File: config.mk
export PLATFORM = sky130hd
export DESIGN_NAME = spike_rate_decoder
export DESIGN_NICKNAME = d
export VERILOG_FILES = /design/src/rtl/spike_rate_decoder.sv
export SDC_FILE = /design/constraint.sdc
export NUM_CORES = 1
export LEC_CHECK = 0
export BUFFER_PORTS_ARGS = -buffer_cell sky130_fd_sc_hd__buf_2
export CAP_MARGIN = 20
export CELL_PAD_IN_SITES_DETAIL_PLACEMENT = 1
export CELL_PAD_IN_SITES_GLOBAL_PLACEMENT = 2
export CORE_ASPECT_RATIO = 1.5
export CORE_MARGIN = 3
export CORE_UTILIZATION = 25
export CTS_CLUSTER_DIAMETER = 100
export CTS_CLUSTER_SIZE = 28
export DETAILED_ROUTE_END_ITERATION = 16
export PLACE_DENSITY_LB_ADDON = 0.1
export SLEW_MARGIN = 20
export SYNTH_ARGS = -nofsm -noshare
export SYNTH_HDL_FRONTEND = slang
export SYNTH_SLANG_ARGS = --single-unit
File: constraint.sdc
create_clock -name clk -period 5.6 [get_ports clk]
set_input_delay 0.28 -clock clk [delete_from_list [all_inputs] [get_ports clk]]
set_output_delay 0.28 -clock clk [all_outputs]
set_load 0.01 [all_outputs]
File: src/rtl/spike_rate_decoder.sv
// spike_rate_decoder: converts a spike train into a decaying synaptic current
// and, optionally, a windowed spike-rate count.
//
// Parameters
//   WIN_LOG2    rate window is 2**WIN_LOG2 enabled cycles (1..8)
//   DECAY_SHIFT current decays by current>>DECAY_SHIFT per enabled cycle (1..7)
// Ports
//   clk        clock, all state updates on its rising edge
//   rst_n      synchronous active-low reset
//   en         enable; low freezes all state and ignores spike_in
//   spike_in   one spike per high cycle
//   weight     unsigned weight added to the current per spike
//   current    registered synaptic current (saturates at 255)
//   rate       registered spike count of the last completed window
//   rate_valid one-cycle pulse on each rate update
// Configuration
//   SPIKE_RATE_DECODER_RATE_EN  when defined, builds the window/spike counters;
//                               otherwise rate and rate_valid are tied to 0.

module spike_rate_decoder #(
   parameter int unsigned WIN_LOG2    = 4,
   parameter int unsigned DECAY_SHIFT = 2
) (
   input  logic       clk,
   input  logic       rst_n,
   input  logic       en,
   input  logic       spike_in,
   input  logic [7:0] weight,
   output logic [7:0] current,
   output logic [7:0] rate,
   output logic       rate_valid
);

   localparam int unsigned DW = 8;
   localparam int unsigned SW = DW + 1;

   // Elaboration-time parameter range guard
   if (WIN_LOG2 < 1 || WIN_LOG2 > 8) begin : g_bad_win_log2
      $error("WIN_LOG2 must be in 1..8");
   end
   if (DECAY_SHIFT < 1 || DECAY_SHIFT > 7) begin : g_bad_decay_shift
      $error("DECAY_SHIFT must be in 1..7");
   end

   logic [DW-1:0] cur_q, cur_d;
   logic [DW-1:0] decay_c;
   logic [SW-1:0] sum_c;

   // Current update: decay (floored at 1 while nonzero) plus weighted spike
   always_comb begin
      decay_c = cur_q >> DECAY_SHIFT;
      sum_c   = '0;
      cur_d   = cur_q;
      if (cur_q != '0 && decay_c == '0) begin
         decay_c = DW'(1);
      end
      // Worst case 255 - 1 + 255 fits in 9 bits; decay never exceeds cur_q
      sum_c = SW'(cur_q) - SW'(decay_c) + (spike_in ? SW'(weight) : SW'(0));
      if (en) begin
         cur_d = sum_c[SW-1] ? '1 : sum_c[DW-1:0];
      end
   end

   always_ff @(posedge clk) begin
      if (!rst_n) begin
         cur_q <= '0;
      end else begin
         cur_q <= cur_d;
      end
   end

   assign current = cur_q;

`ifdef SPIKE_RATE_DECODER_RATE_EN
   localparam int unsigned WW = WIN_LOG2;
   localparam logic [WW-1:0] WIN_MAX = '1;

   logic [WW-1:0] win_q, win_d;
   logic [DW-1:0] cnt_q, cnt_d;
   logic [DW-1:0] rate_q, rate_d;
   logic          valid_q, valid_d;
   logic [DW-1:0] cnt_inc_c;

   // Window/spike counters; the closing cycle's spike is folded into rate
   always_comb begin
      win_d     = win_q;
      cnt_d     = cnt_q;
      rate_d    = rate_q;
      valid_d   = 1'b0;
      cnt_inc_c = (spike_in && cnt_q != '1) ? cnt_q + DW'(1) : cnt_q;
      if (en) begin
         win_d = win_q + WW'(1);
         if (win_q == WIN_MAX) begin
            rate_d  = cnt_inc_c;
            cnt_d   = '0;
            valid_d = 1'b1;
         end else begin
            cnt_d = cnt_inc_c;
         end
      end
   end

   always_ff @(posedge clk) begin
      if (!rst_n) begin
         win_q   <= '0;
         cnt_q   <= '0;
         rate_q  <= '0;
         valid_q <= 1'b0;
      end else begin
         win_q   <= win_d;
         cnt_q   <= cnt_d;
         rate_q  <= rate_d;
         valid_q <= valid_d;
      end
   end

   assign rate       = rate_q;
   assign rate_valid = valid_q;
`else
   assign rate       = '0;
   assign rate_valid = 1'b0;
`endif

endmodule

==> reports/metrics.csv <==
stage;metric;value;unit
clocking;cts_root_buf;clkbuf_8;
timing;worst_clock_skew;0.2742;ps
timing;finalSetupViolCount;0;
finish;syn_to_final_growth;13.87;%
timing;finalHoldViolations;0;
finish;n_antenna_cell;0;
setup_path;end_kind;register;
die;boundaryPins;29;
clocking;clk_path_buf_depth;2;
place;io_buffer_count;19;
clocking;numCtsBuffers;3;
logic_synthesis;synth_seq_cells;8;
route;drc;0;
logic_synthesis;synth_seq_area_share;16.75;%
min_path;hp-class;primary input to register;
route;drtAntennaViolNets;0;
clocking;worstSkewPairLatency;220;ps
clocking;htreeDepth;1;
global_routing;grt_pass1_wl;4381;µm
timing;layout_worst_path_cycle_share;50.52;%
logic_synthesis;postSynthCellCount;119;
route;top_layer;met4;
route;vias;809;
logic_synthesis;syn_area_per_cell;8.033;µm²
finish;final_common_cell;inv_1;
logic_synthesis;synth_warnings;0;
clocking;ctsResizeCount;0;
setup_path;cp.required;5740;ps
global_routing;grt_use_total;12.43;%
timing;timing.final.crit_period;2829;ps
route;drt_iter0_drc;24;
global_routing;antenna_found_initial;0;
finish;nNetsFinal;166;
die;core_area;3546;µm²
die;rows;26;
setup_path;cp.arrival;2970;ps
flow_run;maxCapViolCount;0;
place;place_congestion;0.7074;
timing;slew_violations;0;
logic_synthesis;syn-cell-area;955.9;µm²
route;drt-wirelength-per-cell;14.86;µm
setup_path;cp-start-kind;register;
clocking;cts_tree;built;
route;first_pass_iters;3;
global_routing;grt_pass1_vias;855;
die;start_util;26.96;%
clocking;clkSlewWorstSetupHoldPaths;40;ps
route;wl;2630;µm
route;viasPerCell;4.571;
die;die_h;81.73;µm
logic_synthesis;yosysUniqueCellTypes;29;
finish;most-common-layout-cells;inv_1, buf_2, ha_1;
setup_path;worst-r2r-setup-slack;2770;ps
finish;drive_gt1_share;20.00;%
timing;max_freq;353.5;MHz
clocking;post_cts_buffers;0;
outcome;status;complete, no violations;
finish;stdcell_count;177;
finish;largest_register_ffs;8;
setup_path;crit_type;register to register;
place;dp_hpwl;2236;µm
clocking;cts.sinks;8;
timing;rsz0062_at_grt;false;
route;wl_met1;1043;µm
clocking;holdBufCountCts;0;
die;die_x;56.49;µm
finish;final_util;30.70;%
place;dp.cells;174;
global_routing;grt_max_degree;17;
setup_path;critPathMaxFanout;6;
global_routing;grt.overflow.total;0;
route;wl_met3;128;µm
timing;setup_tns;0;ps
route;wl_met2;1450;µm
die;dieArea;4617;µm²
-- worst paths after layout --
check | startpoint | endpoint | depth (start not counted)
setup / recovery | current[5]$_SDFFE_PN0P_ | current[3]$_SDFFE_PN0P_ | 12
hold / removal | rst_n | current[1]$_SDFFE_PN0P_ | 3
setup reg to reg | current[5]$_SDFFE_PN0P_ | current[3]$_SDFFE_PN0P_ | 12
hold reg to reg | current[2]$_SDFFE_PN0P_ | current[2]$_SDFFE_PN0P_ | 2
-- worst max-delay path, cell delays in order, from the launching register on --
cell,delay (ps)
dfxtp_1,370
nor2_1,110
o21ai_0,80
o41ai_1,290
ha_1,190
inv_1,40
ha_1,200
fa_1,440
a211oi_2,280
o21ai_2,120
mux2i_1,290
nand2_2,160
a31oi_1,190
-- routing by layer --
metal | global-route usage (%) | vias to the layer above
met3 | 1.887 | 2
li1 | - | 416
met2 | 24.31 | 21
met1 | 14.15 | 370
met4 | 2.138 | 0
met5 | 0 | -
-- layout make-up --
cell class,instances,area (µm²)
Multi-Input combinational cell,85,664.4
Clock buffer,3,41.29
Inverter,20,75.07
Sequential cell,8,160.2
Timing Repair Buffer,19,95.09
Fill cell,457,2457
Tap cell,42,52.55
-- cell usage after synthesis --
master | instances | area, µm²
dfxtp_1 | 8 | 160.2
a211oi_2 | 1 | 12.51
and2_1 | 1 | 6.260
a21oi_1 | 9 | 45.04
fa_1 | 6 | 120.1
and3_1 | 1 | 6.260
nor2_1 | 2 | 7.510
mux2i_1 | 1 | 10.01
and3b_1 | 1 | 8.760
nand2_2 | 1 | 6.260
conb_1 | 1 | 3.750
nand3_1 | 2 | 10.01
nand2_1 | 8 | 30.03
a211oi_1 | 1 | 7.510
o21ai_2 | 1 | 8.760
buf_4 | 9 | 67.56
nand4_1 | 1 | 6.260
a31oi_1 | 7 | 43.79
a22oi_4 | 1 | 21.27
clkbuf_1 | 5 | 18.77
xnor2_1 | 3 | 26.28
a21o_1 | 2 | 15.01
xor2_1 | 3 | 26.28
inv_1 | 20 | 75.07
o21ai_0 | 10 | 50.05
o211ai_1 | 1 | 7.510
o41ai_1 | 1 | 8.760
a21o_2 | 1 | 8.760
ha_1 | 11 | 137.6
-- cells by family (layout without fill, tap and decap cells) --
| group | count (synthesis) | in the layout | share of synthesized area, % |
|---|---|---|---|
| AO/OA/AOI/OAI | 35 | 35 | 23.95 |
| buffers and inverters | 34 | 42 | 16.88 |
| adder cells (fa/ha/maj) | 17 | 17 | 26.96 |
| AND/OR/NAND/NOR | 17 | 17 | 8.510 |
| flip-flops | 8 | 8 | 16.75 |
| XOR/XNOR | 6 | 6 | 5.498 |
| other | 1 | 9 | 0.3923 |
| multiplexers | 1 | 1 | 1.047 |
-- through the flow --
step                      setup slack [ps]  area, µm²  hold slack (ps)
final                                 2771       1089            372.6
after global routing                  2424       1089            386.7
after CTS                             2756       1089            367.3
after detailed placement              2799       1047            547.6
after global placement                2873       1047            568.0
after floorplan                       3066      985.9            418.3
Power is not shown: default switching activity piles up to over one toggle a cycle in this logic, so the estimate is an artifact.
